==> src/rtl/key_debounce_pkg.sv <==
// ============================================================================
// key_debounce_pkg : shared state encodings and defaults for key_debounce
// Revision 1.0 : initial release
// ============================================================================
`default_nettype none

package key_debounce_pkg;

  localparam int unsigned DEF_CNT_W   = 20;
  localparam int unsigned DEF_CNT_MAX = 999_999;

  typedef enum logic [3:0] {
    ST_LOW       = 4'b0001,
    ST_RISE_WAIT = 4'b0010,
    ST_HIGH      = 4'b0100,
    ST_FALL_WAIT = 4'b1000
  } state_e;

  function automatic logic is_wait(input state_e s);
    return (s == ST_RISE_WAIT) || (s == ST_FALL_WAIT);
  endfunction

endpackage

`default_nettype wire

==> src/rtl/key_debounce_sync_2ff.sv <==
// ============================================================================
// sync_2ff : 1-bit two-flop synchroniser, async active-low reset to 0
// Revision 1.0 : initial release
// ============================================================================
`default_nettype none

module sync_2ff (
  input  logic clk,
  input  logic rst_n,
  input  logic d,
  output logic q
);

  logic s1_q;
  logic s2_q;

  always_ff @(posedge clk or negedge rst_n) begin
    if (!rst_n) begin
      s1_q <= 1'b0;
      s2_q <= 1'b0;
    end else begin
      s1_q <= d;
      s2_q <= s1_q;
    end
  end

  assign q = s2_q;

endmodule

`default_nettype wire

==> src/rtl/key_debounce.sv <==
// ============================================================================
// key_debounce : synchronise and debounce a raw key, emit level + edge pulses
// Revision 1.0 : initial release
// ============================================================================
`default_nettype none

module key_debounce
  import key_debounce_pkg::*;
#(
  parameter int unsigned          CNT_W   = DEF_CNT_W,
  parameter logic [CNT_W-1:0]     CNT_MAX = CNT_W'(DEF_CNT_MAX)
) (
  input  logic clk,
  input  logic rst_n,
  input  logic key_in,
  output logic key_out,
  output logic key_rise,
  output logic key_fall,
  output logic busy
);

  logic             s2;
  state_e           state_q,    state_d;
  logic [CNT_W-1:0] cnt_q,      cnt_d;
  logic             key_out_q,  key_out_d;
  logic             key_rise_q, key_rise_d;
  logic             key_fall_q, key_fall_d;
  logic             busy_q,     busy_d;

  sync_2ff u_sync (
    .clk   (clk),
    .rst_n (rst_n),
    .d     (key_in),
    .q     (s2)
  );

  // Abort on an opposite sample is tested before the terminal count.
  always_comb begin
    state_d    = state_q;
    cnt_d      = cnt_q;
    key_out_d  = key_out_q;
    key_rise_d = 1'b0;
    key_fall_d = 1'b0;
    case (state_q)
      ST_LOW: begin
        if (s2) begin
          state_d = ST_RISE_WAIT;
          cnt_d   = '0;
        end
      end
      ST_RISE_WAIT: begin
        if (!s2) begin
          state_d = ST_LOW;
          cnt_d   = '0;
        end else if (cnt_q == CNT_MAX) begin
          state_d    = ST_HIGH;
          cnt_d      = '0;
          key_out_d  = 1'b1;
          key_rise_d = 1'b1;
        end else begin
          cnt_d = cnt_q + CNT_W'(1);
        end
      end
      ST_HIGH: begin
        if (!s2) begin
          state_d = ST_FALL_WAIT;
          cnt_d   = '0;
        end
      end
      ST_FALL_WAIT: begin
        if (s2) begin
          state_d = ST_HIGH;
          cnt_d   = '0;
        end else if (cnt_q == CNT_MAX) begin
          state_d    = ST_LOW;
          cnt_d      = '0;
          key_out_d  = 1'b0;
          key_fall_d = 1'b1;
        end else begin
          cnt_d = cnt_q + CNT_W'(1);
        end
      end
      default: begin
        state_d   = ST_LOW;
        cnt_d     = '0;
        key_out_d = 1'b0;
      end
    endcase
    busy_d = is_wait(state_d);
  end

  always_ff @(posedge clk or negedge rst_n) begin
    if (!rst_n) begin
      state_q    <= ST_LOW;
      cnt_q      <= '0;
      key_out_q  <= 1'b0;
      key_rise_q <= 1'b0;
      key_fall_q <= 1'b0;
      busy_q     <= 1'b0;
    end else begin
      state_q    <= state_d;
      cnt_q      <= cnt_d;
      key_out_q  <= key_out_d;
      key_rise_q <= key_rise_d;
      key_fall_q <= key_fall_d;
      busy_q     <= busy_d;
    end
  end

  assign key_out  = key_out_q;
  assign key_rise = key_rise_q;
  assign key_fall = key_fall_q;
  assign busy     = busy_q;

  a_one_pulse: assert property (@(posedge clk) disable iff (!rst_n)
    !(key_rise_q && key_fall_q));
  a_cnt_bound: assert property (@(posedge clk) disable iff (!rst_n)
    cnt_q <= CNT_MAX);

endmodule

`default_nettype wire

==> config.mk <==
export PLATFORM = sky130hd
export DESIGN_NAME = key_debounce
export DESIGN_NICKNAME = d
export VERILOG_FILES = /design/src/rtl/key_debounce_pkg.sv /design/src/rtl/key_debounce_sync_2ff.sv /design/src/rtl/key_debounce.sv
export SDC_FILE = /design/constraint.sdc
export NUM_CORES = 1
export LEC_CHECK = 0
export CAP_MARGIN = 20
export CORE_MARGIN = 8
export CORE_UTILIZATION = 57
export CTS_CLUSTER_SIZE = 12
export DETAILED_ROUTE_END_ITERATION = 8
export PLACE_DENSITY = 0.78
export SYNTH_ARGS = -nofsm -noshare
export SYNTH_HDL_FRONTEND = slang
export SYNTH_SLANG_ARGS = --single-unit
==> constraint.sdc <==
create_clock -name clk -period 2.5 [get_ports clk]
set_input_delay 0.625 -clock clk [delete_from_list [all_inputs] [get_ports clk]]
set_output_delay 0.625 -clock clk [all_outputs]
set_load 0.01 [all_outputs]
* After elaboration in Yosys (flattened, before gate mapping) *
Cells that the tools add are included.

word-level totals
  bits of input ports = 3
  bits in registers = 30
  output and inout bits = 4
  word-level logic and storage cells = 50

operators by class
  equality and inequality tests = 13
  $add $sub $neg = 1
  reductions and logical operators = 4
  bitwise operators = 1
  multiplexer cells = 23

operators by type and width
  operator                 count
  $mux W20                 5
  $pmux W20 S4             1
  $mux W4                  6
  $add A20 B1 Y20 const B  1
  $eq A20 B20 Y1 const B   1
  $pmux W4 S4              1
  $mux W1                  9
  $eq A4 B2 Y1 const B     2
  $eq A4 B4 Y1 const B     2
  $ne A2 B2 Y1 const B     4
  $reduce_and A5 Y1        1
  $eq A4 B1 Y1 const B     1
  $eq A4 B3 Y1 const B     1
  $ne A2 B1 Y1 const B     2
  $pmux W1 S3              1
  $reduce_and A2 Y1        1
  $reduce_or A2 Y1         1
  $logic_or A1 B1 Y1       1
  $not A1 Y1               1

* Depth between registers and ports, before layout *
Gate-level depths: netlist of run 1.

  depth in word-level cells = 6
  depth in mapped cells = 7
  depth with buffers taken out = 6

* By module *
Synthesis of run 1 repeated with hierarchy kept, for this count alone.

second synthesis, totals
  cell total of the unflattened synthesis = 182
  area, all modules = 1739.2 sq um

by module, submodules not included
  module        sequential area each (sq um)  cells an instance  instances  area each (sq um)
  key_debounce  701.9                         180                1          1689.1
  sync_2ff      50.0                          2                  1          50.0

* Least setup slack after synthesis of run 1 *
Ideal clock, no wire load.

  path type = reg-to-reg
  start point = register state_q[0]
  end point = register cnt_q[11]
  required time = 2364 ps
  path buffers = 2
  period minus slack after synthesis = 1807 ps
  cell stages (with the launch flop) = 7
  arrival = 1670 ps
  library setup time = 136 ps
  path slack = 693 ps
  path through = dfstp_2 -> buf_2 -> and3b_1 -> o21a_1 -> clkbuf_1 -> a21oi_1 -> nor2_1

between the ends
  cells in the longest elaborated chain, start to end = 3
  elaborated cells on any way between the ends = 8
  classes of those cells = eq/ne (6); mux (1); reduce/logical (1)

ends and longest elaborated chain
  what                                                           line                 text
  from (decl)                                                    key_debounce.sv:23   state_e state_q, state_d;
  from (signal assigned)                                         key_debounce.sv:101  state_q <= state_d;
  $eq A4 B1 Y1 / $eq A4 B3 Y1 (equally long branches)            key_debounce.sv:44   case (state_q)
  $ne A2 B1 Y1 (no line) / $ne A2 B2 Y1 (equally long branches)  n/a
  $reduce_and A2 Y1 (no line)                                    n/a
  to (signal assigned)                                           key_debounce.sv:102  cnt_q <= cnt_d;
  to (decl)                                                      key_debounce.sv:24   logic [CNT_W-1:0] cnt_q, cnt_d;

Several ways; a longest one is shown, not always the timed one.
A chain may end at the register's enable or synchronous reset.

* Worst setup path in the final report of run 1 *
  start point = register cnt_q[0]
  end point = register cnt_q[7]

between the ends
  cells in the longest elaborated chain, start to end = 4
  elaborated cells on any way between the ends = 6
  classes of those cells = add/sub (1); eq/ne (1); mux (4)

ends and longest elaborated chain
  what                                                      line
  $add A20 B1 Y20 / $eq A20 B20 Y1 (equally long branches)  n/a
  $mux W20 (*)                                              key_debounce.sv:55, key_debounce.sv:74
  $mux W20 (on tied branches)                               key_debounce.sv:71, key_debounce.sv:52
  $pmux W20 S4 (*)                                          key_debounce.sv:44

Mark *: on every way between the ends. The rest lies on a longest branch, timed or not.

==> run summary, run 1 <==
Outcome -> complete, no violations
Slew Viols, Final -> 0
Critical path launch point type -> flop
Ys Warns -> 0
Number of antenna violations at the first check in global routing -> 0
Clock latency on the worst-skew pair -> 330 ps
CTS tree -> built
First-pass GRT wire length -> 6.368 mm
Top FF cell, synth -> dfrtp_1
Core area -> 2734 um^2
Gr busiest metal -> met2
Endpoint class of the critical path -> flop
Non-Filler Instances -> 218
Yosys top cell area share -> 44.34%
Die height -> 69.59 um
Number of global-route vias before repair -> 1405
Syn nets -> 183
Min-Delay Path Depth -> 0
Tot Pwr -> 0.0009243 W
Area growth, synth to finish -> 7.798%
# hold bufs at CTS -> 0
Combinational power share -> 11.2%
Sw Share -> 27.00%
Hold Crit Start -> u_sync.s1_q
Iteration-0 DRC count of the detailed router -> 163
Count leader, synth -> dfrtp_1
Bufs on Longest Clock Path -> 2
Worst-Margin Slew -> 538.5 ps
Synth unique cells -> 46
RePlAce Congestion -> 0.8524
Resize count post-CTS -> 0
Fillers -> 228
DRC Markers -> 0
GRT overflow -> 0
RSZ-0062 raised after global routing -> false
Reg2reg start -> cnt_q[0]
Setup Viol. Count Final -> 0
Setup Skew -> 6.667 ps
Post-Syn Area -> 1637 um^2
Share of cells above drive strength 1 -> 8.556%
Maxcap violations -> 0
Mapped Cells -> 179
Final nets -> 190
GRT Util Overall -> 15.68%
Slew headroom -> 64.10%
Die area -> 4842 um^2
Yosys reg bits -> 30
Post-CTS Setup Bufs -> 0
Average cell area after synthesis -> 9.143 um^2
P per Cell Area -> 523.9 nW/um^2
Most frequent cells after synthesis -> 29 x dfrtp_1, 19 x nor2_1, 14 x nand2_1
Fin util -> 64.53%
Io pins -> 7
Vias/cell -> 6.482
Num CTS Buffers -> 5
Post-synthesis sequential area ratio -> 45.95%
Clock root buffer -> clkbuf_4
Wire length per cell -> 16.28 um
Worst EP arrival -> 2360 ps
Dpl cells -> 210
FF-to-FF path depth -> 6
Crit path time final -> 2167 ps
RR Endpoint -> cnt_q[7]
TritonRoute pass-1 iters -> 4
Number of synthesized flops with an enable pin -> 0
Int Pwr -> 0.0006747 W
Post-synth ARST share -> 100.0%
Max Clock Freq -> 461.5 MHz
Antenna-violating nets left -> 0
WL final -> 3.549 mm
Setup slack, reg-to-reg -> 330 ps
Worst Hold Class -> reg2reg
GR Util met3 -> 4.578%
# diodes -> 0
VDD IR max -> 427.6 uV
Setup TNS -> 0 ps
Number of port buffers -> 6
Cells taking the most area after synthesis -> dfrtp_1 44%, nor2_1 4.4%, xor2_1 3.7%, nand3_1 3.7%, nand2_1 3.2%
Worst-path clk slew -> 90 ps
Biggest area consumer among synthesized cells -> dfrtp_1
Met1 Track Usage GR -> 18.21%
Die width -> 69.59 um
Sequential power share -> 56.4%
Initial Util -> 59.86%
Detailed placer's ending HPWL -> 2.513 mm
Met2 GRT Util -> 25.72%
DR vias -> 1413
Pleak -> 0.7097 nW
Worst-path fanout max -> 10
Crit path kind -> reg2reg
Std cell rows -> 19
Period utilization -> 86.67%
H-tree depth -> 2
Clock sink count -> 30
Switching power -> 0.0002496 W
Final number of hold-violating endpoints -> 0
Largest net degree at the start of global routing -> 31
Worst EP required -> 2700 ps
Clock Power Share -> 32.4%
WHS Endpoint -> u_sync.q
## power by group through the flow
stage	sequential [W]	clock [W]	combinational (W)
after floorplan	0.000514	0	0.0000835
after global placement	0.000528	0	0.0000989
after detailed placement	0.000530	0	0.000105
after CTS	0.000521	0.000307	0.000105
after global routing	0.000524	0.000329	0.000118
final	0.000521	0.000300	0.000104
## layout make-up
cell class                      count  area [um^2]  share of cell area (%)
Clock buffer                        7        55.05                   3.121
Clock inverter                      1        5.005                  0.2837
Inverter                            5        18.77                   1.064
Multi-Input combinational cell    134        804.5                   45.60
Sequential cell                    30        752.0                   42.62
Tap cell                           31        38.79                   2.199
Timing Repair Buffer               10        90.09                   5.106
## per-stage QoR
step	worst slack, ps	area [um^2]	hold slack (ps)
after floorplan	693.3	1637	329.4
after global placement	547.8	1704	345.1
after detailed placement	368.3	1704	337.8
after CTS	359.4	1764	369.1
after global routing	11.98	1764	387.4
final	333.1	1764	361.5
## critical path: stages, from the launching register on
cell,delay (ps)
dfrtp_1,410
ha_1,230
nand2_1,120
nor2_1,240
nand4_1,370
a21oi_1,570
nor2_1,110
## layer usage
metal  part of all wire (%)  vias up
met1                     43      700
met4                    1.3        0
li1                       -      674
met2                     50       35
met5                      0        -
met3                    5.0        4
## how the worst max path moves through the flow
stage                     startpoint        end  cells after the start
after global routing        cnt_q[0]   cnt_q[7]                      6
after detailed placement    cnt_q[0]   cnt_q[7]                      6
final                       cnt_q[0]   cnt_q[7]                      6
after global placement      cnt_q[7]  cnt_q[19]                      4
after floorplan           state_q[0]  cnt_q[11]                      6
after CTS                   cnt_q[0]   cnt_q[7]                      6
## state kept, by name, summed over array words and instances, names as in the netlist
register and flops:
state_q 4, key_rise 1, cnt_q 20, key_fall 1, key_out 1, busy 1
u_sync.s1_q 1, u_sync.q 1
## logic make-up (layout without fill, tap and decap cells)
logic type / after synthesis / in the layout / share of synthesized area (%)
compound gates: 37 / 37 / 14.76
xor+xnor: 9 / 9 / 4.817
simple gates: 87 / 87 / 28.82
buf+inv: 15 / 23 / 4.893
flops: 30 / 30 / 45.95
fa+ha+maj: 1 / 1 / 0.7644
## cell usage in the layout, fill, tap and decap left out, types with 2 or more instances in the layout
| cell type | n |
|---|---|
| a22o_1 | 2 |
| or3_1 | 3 |
| and3_1 | 3 |
| xnor2_1 | 2 |
| buf_4 | 4 |
| nor2b_1 | 2 |
| nor4_1 | 3 |
| a31oi_1 | 7 |
| o31ai_1 | 4 |
| clkdlybuf4s50_1 | 6 |
| nand4_1 | 8 |
| dfrtp_1 | 29 |
| o21ai_0 | 8 |
| nand2_1 | 14 |
| and2_1 | 2 |
| nand2b_1 | 3 |
| nor3b_1 | 2 |
| xor2_1 | 7 |
| and4_1 | 2 |
| a21oi_1 | 7 |
| inv_1 | 5 |
| nand3_1 | 12 |
| nor3_1 | 5 |
| nor2_1 | 19 |
| clkbuf_4 | 5 |
Note: power is estimated with default switching activity, not from simulation.
==> inputs of run 2 (changes only) <==
- PLACE_DENSITY: 0.78 -> 0.77
- SYNTH_HIERARCHICAL: unset -> 1
==> run 2 against run 1 <==
Compared with the run above: sequential power rose by 0.8%; worst setup slack better by 31 ps; clock skew grew 7.6 ps; clock power increased by 3%; final cell count increased by 1.8%; maximum frequency increased by 1.4%; critical endpoint is now cnt_q[17]; largest cell class unchanged; largest power group unchanged.
==> run summary, run 2 <==
Num CTS Buffers -> 5
Most frequent cells after synthesis -> 29 x dfrtp_1, 16 x nand2_1, 16 x nand3_1
# hold bufs at CTS -> 0
H-tree depth -> 2
Syn nets -> 186
Clock sink count -> 30
Setup Slack @ Placement -> 363.4 ps
Area growth, synth to finish -> 6.763%
P per Cell Area -> 511.1 nW/um^2
Initial Util -> 58.40%
Endpoint class of the critical path -> flop
Worst EP required -> 2770 ps
Number of antenna violations at the first check in global routing -> 0
Die height -> 71.24 um
Int Pwr -> 0.0006817 W
FF-to-FF path depth -> 5
Yosys top cell area share -> 41.73%
Worst Hold Class -> reg2reg
Largest family of logic cells by synthesized area -> simple AND/OR/NAND/NOR gates
RR Endpoint -> cnt_q[17]
Vias/cell -> 6.473
Post-Synth XOR/XNOR Area -> 4.532%
Switching power -> 0.0002673 W
First-pass GRT wire length -> 6.341 mm
Clock root buffer -> clkbuf_4
Final nets -> 192
Sw Share -> 28.17%
Critical path launch point type -> flop
Period utilization -> 85.44%
TritonRoute pass-1 iters -> 4
Setup slack, reg-to-reg -> 360 ps
Top FF cell, synth -> dfrtp_1
Clock latency on the worst-skew pair -> 340 ps
Worst EP arrival -> 2410 ps
Sequential power share -> 55.3%
Share of cells above drive strength 1 -> 12.70%
RePlAce Congestion -> 0.8883
Count leader, synth -> dfrtp_1
Post-Synth Adder-Cell Area -> 0.7194%
Worst-Margin Slew -> 567.8 ps
Combinational power share -> 12.1%
Max Clock Freq -> 468.2 MHz
Pleak -> 0.7298 nW
Yosys reg bits -> 30
GRT Util Overall -> 15.70%
Slew Viols, Final -> 0
Setup Skew -> 14.24 ps
Std cell rows -> 20
Clock Power Share -> 32.5%
Average cell area after synthesis -> 9.556 um^2
CP Launch Point -> state_q[0]
Number of port buffers -> 6
Reg2reg start -> state_q[0]
Synth Area in Compound Gates -> 15.97%
Worst-path clk slew -> 100 ps
Detailed placer's ending HPWL -> 2.475 mm
Max reg flops -> 20
Post-route setup slack -> 364.1 ps
Largest net degree at the start of global routing -> 31
Maxcap violations -> 0
Most flops, register -> cnt_q
Core area -> 2978 um^2
Crit path time final -> 2136 ps
Commonest cells after routing, fill and taps aside -> 29 x dfrtp_1, 16 x nand2_1, 16 x nand3_1
Top Registers -> cnt_q x20, state_q x4
Number of global-route vias before repair -> 1373
Tot Pwr -> 0.0009491 W
Post-synthesis sequential area ratio -> 43.24%
Bufs on Longest Clock Path -> 2
Mux contribution to synthesized area -> 0.5755%
DRC Markers -> 0
Fin util -> 62.35%
WL final -> 3.654 mm
Crit path capture -> cnt_q[17]
RSZ-0062 raised after global routing -> false
Post-Syn Area -> 1739 um^2
Biggest area consumer among synthesized cells -> dfrtp_1
Wire length per cell -> 16.46 um
Resize count post-CTS -> 0
Number of synthesized flops with an enable pin -> 0
Final number of hold-violating endpoints -> 0
GRT overflow -> 0
Cells taking the most area after synthesis -> dfrtp_1 42%, a31oi_1 4.7%, nand3_1 4.6%, nand2_1 3.5%, xnor2_1 3.0%
Mapped Cells -> 182
Ys Warns -> 6
Hold Crit Start -> u_sync/s1_q
Io pins -> 7
Simple-gate share of the synthesized area -> 29.42%
Most common cell after layout, fill and taps aside -> dfrtp_1
Setup Viol. Count Final -> 0
Outcome -> complete, no violations
Antenna-violating nets left -> 0
Post-synth ARST share -> 100.0%
Worst-path fanout max -> 12
Slew headroom -> 62.02%
VDD IR max -> 319.2 uV
CTS tree -> built
Setup TNS -> 0 ps
DR vias -> 1437
Synth unique cells -> 50
Die area -> 5074 um^2
Iteration-0 DRC count of the detailed router -> 141
Die width -> 71.24 um
# diodes -> 0
Crit path kind -> reg2reg
Post-CTS Setup Bufs -> 0
## run 2: cells by family after synthesis
logic type,count (synthesis)
xor gates and xnor gates,9
AOI/OAI and AO/OA,41
adders and majority gates,1
muxes,1
buffers and inverters,16
and+or+nand+nor,84
DFF,30
## run 2: how the worst min path moves through the flow
| stage | end | cells past startpoint |
|---|---|---|
| 3_5_place_dp | u_sync/q | 0 |
| 4_1_cts | u_sync/q | 0 |
| 5_1_grt | u_sync/q | 0 |
| 6_report | u_sync/q | 0 |
| 3_3_place_gp | u_sync/q | 0 |
| 2_1_floorplan | busy | 0 |
## run 2: per-stage QoR
stage | cells | hold WS [ps] | cell area, um^2
after CTS | 222 | 362.4 | 1857
after detailed placement | 214 | 342.6 | 1797
after global routing | 222 | 365.9 | 1857
after global placement | 214 | 334.9 | 1797
final | 222 | 359.1 | 1857
after floorplan | 182 | 329.4 | 1739
## run 2: worst max-delay path, stage by stage (launching register included)
cell and delay [ps]:
dfstp_2 650, or3b_4 430, a211oi_4 550, nor4_1 150
xnor2_1 150, a21oi_1 130
## run 2: cell type report
type | instances | area [um^2]
Clock buffer | 7 | 55.05
Clock inverter | 1 | 5.005
Fill cell | 244 | 1121
Inverter | 4 | 15.01
Multi-Input combinational cell | 136 | 890.9
Sequential cell | 30 | 752.0
Tap cell | 33 | 41.29
Timing Repair Buffer | 11 | 97.59
## run 2: layer usage
metal,up-vias,track usage (%),share of wire [%]
met4,0,8.314,1.6
met2,49,22.65,45
li1,697,-,-
met5,-,0,0
met1,686,20.25,48
met3,5,5.160,6.1
## run 2: power groups by stage
stage               combinational (W)  clock (W)  sequential [W]
floorplan                   0.0000968          0        0.000518
global placement             0.000114          0        0.000533
detailed placement           0.000115          0        0.000535
CTS                          0.000116   0.000318        0.000525
global route                 0.000129   0.000333        0.000529
finish                       0.000115   0.000309        0.000525
==> edit: new RTL, flow settings as in run 2 <==
Add an input register stage for `key_in`, without a reset; this delays it by one clock.
--- a/src/rtl/key_debounce.sv
+++ b/src/rtl/key_debounce.sv
@@ -19,6 +19,12 @@
   output logic busy
 );
 
+  logic key_q;
+
+  always_ff @(posedge clk) begin
+    key_q <= key_in;
+  end
+
   logic             s2;
   state_e           state_q,    state_d;
   logic [CNT_W-1:0] cnt_q,      cnt_d;
@@ -30,7 +36,7 @@
   sync_2ff u_sync (
     .clk   (clk),
     .rst_n (rst_n),
-    .d     (key_in),
+    .d     (key_q),
     .q     (s2)
   );
 
Check against the original RTL: not equivalent (a bounded check fails within 4 cycles, from zero or initial values and one cycle with rst_n low).
==> edit against run 2 <==
Maximum frequency decreased by 3.3%. Worst setup slack got worse by 0.074 ns. Total power down 1.3%. Combinational power up 5%. Synthesized area increased by 1.2%. Critical endpoint is now key_out. Largest cell class unchanged. Sequential cell count rose by 1. Wire length up 2.5%. Final area grew 0.61%. Largest power group unchanged. Utilization down 0.14 points. Highest routed layer unchanged.
==> edit: results (changes against run 2) <==
GRT met3 Usage 6.14% (+0.98 points); ys async rst share 96.8% (-3.2 points); layout cell share with drive strength beyond 1 12.1% (-0.59 points); critical path launch point type flop; Top Metal Used met4; clk_skew 0.0150 ns (+0.000746 ns); GPL Wtd Cong 0.866 (-2.6%); Root Driver clkbuf_4; WL final 3750 microns (+2.5%); dpl cell area 1820 sq um (+1.1%); DR vias/cell 6.56 (+1.3%); outcome finished, final reports clean; crit path launch cnt_q[0]; clk buf depth 2 (unchanged); wire length of the first global-routing pass 6350 microns (+0.21%); n_diodes 0 (unchanged); sequential element share of the synthesized area 43.9% (+0.65 points); Peak supply drop 0.354 mV (+11%); worst setup path end key_out; initial detailed-routing violation count 145 (+2.8%); postcts setup bufs 0 (unchanged); Setup crit end kind flop; Synth Warn # 6 (unchanged); min-delay worst type flop to flop; Critical Path Fanout Max 16 (+4); Cell variety after synth 51 (+2.0%); M1 GR Usage 20.2% (-0.10 points); H-tree Lvls 2 (unchanged); met3 wire length 222 microns (-0.89%); syn_nets 187 (+0.54%); DRT met1 WL 1800 microns (+3.6%); Largest regs cnt_q x20, state_q x4; vias in the first global route 1374 (+0.073%); Leak 0.731 nW (+0.14%); r2r endpoint key_out; met2 usage 23.0% (+0.31 points); Worst-Margin Slew 0.522 ns (-0.0462 ns); DP HPWL 2470 microns (-0.22%); crit path max-delay cell type nor4b_2; largest net degree at the start of global routing 31 (unchanged); reg2reg setup slack 0.29 ns (-0.07 ns); GRT Util Overall 16.0% (+0.29 points); R2R depth 6 (+1); routed length on met2 1680 microns (+2.5%); Crit path max-delay family simple AND/OR/NAND/NOR gates; CP Data Arrival Time 2.46 ns (+0.05 ns); fillers 253 (+3.7%); largest cells by area after synthesis dfrtp_1 41%, a31oi_1 4.6%, nand3_1 4.6%; slowest stage delay, CP 0.48 ns (-0.17 ns)
-- edit: cell count changes after synthesis --
cell / run 2 / this run
dfxtp_1: 0 / 1
-- edit: power breakdown --
part	internal, mW	total [mW]	switching (mW)
logic	0.0499	0.121	0.0711
registers	0.516	0.542	0.0264
clock network	0.112	0.273	0.162
total	0.677	0.936	0.259
-- edit: worst min path at each step --
stage,endpoint,startpoint,cells past startpoint,slack (ns)
CTS,u_sync/s1_q,key_q,0,0.35
detailed placement,u_sync/s1_q,key_q,0,0.33
global placement,u_sync/s1_q,key_q,0,0.32
global route,u_sync/s1_q,key_q,0,0.35
floorplan,u_sync/s1_q,key_q,0,0.32
finish,u_sync/s1_q,key_q,0,0.34
-- edit: worst register-to-register path, delay by kind of cell, from the launching register on --
| kind | cells | cell delay (ns) |
|---|---|---|
| AND/OR/NAND/NOR | 5 | 1.51 |
| flip-flops | 1 | 0.41 |
| adder cells (fa/ha/maj) | 1 | 0.21 |
-- edit: cell type report --
type	count	area (sq um)	area share (%)
Inverter	4	15.0	0.804
Sequential cell	31	772	41.3
Clock buffer	8	48.8	2.61
Multi-Input combinational cell	136	893	47.8
Tap cell	33	41.3	2.21
Timing Repair Buffer	11	97.6	5.22
-- edit: per-stage QoR --
stage                     worst slack [ns]  cells
after detailed placement             0.239    215
after global routing                0.0965    223
after global placement               0.380    215
after CTS                            0.215    223
after floorplan                      0.751    183
final                                0.290    223
-- edit: logic make-up after synthesis --
kind of cell / synth area share, %
adder cells (fa/ha/maj): 0.711
flip-flops: 43.9
AO/OA/AOI/OAI: 15.8
AND/OR/NAND/NOR: 29.1
buffers and inverters: 5.48
multiplexers: 0.569
XOR/XNOR: 4.48
-- edit: repair_timing --
action                     4_1_cts  5_1_grt
gates resized for setup          0        1
setup endpoints to repair        0        3
hold endpoints to repair         0        0
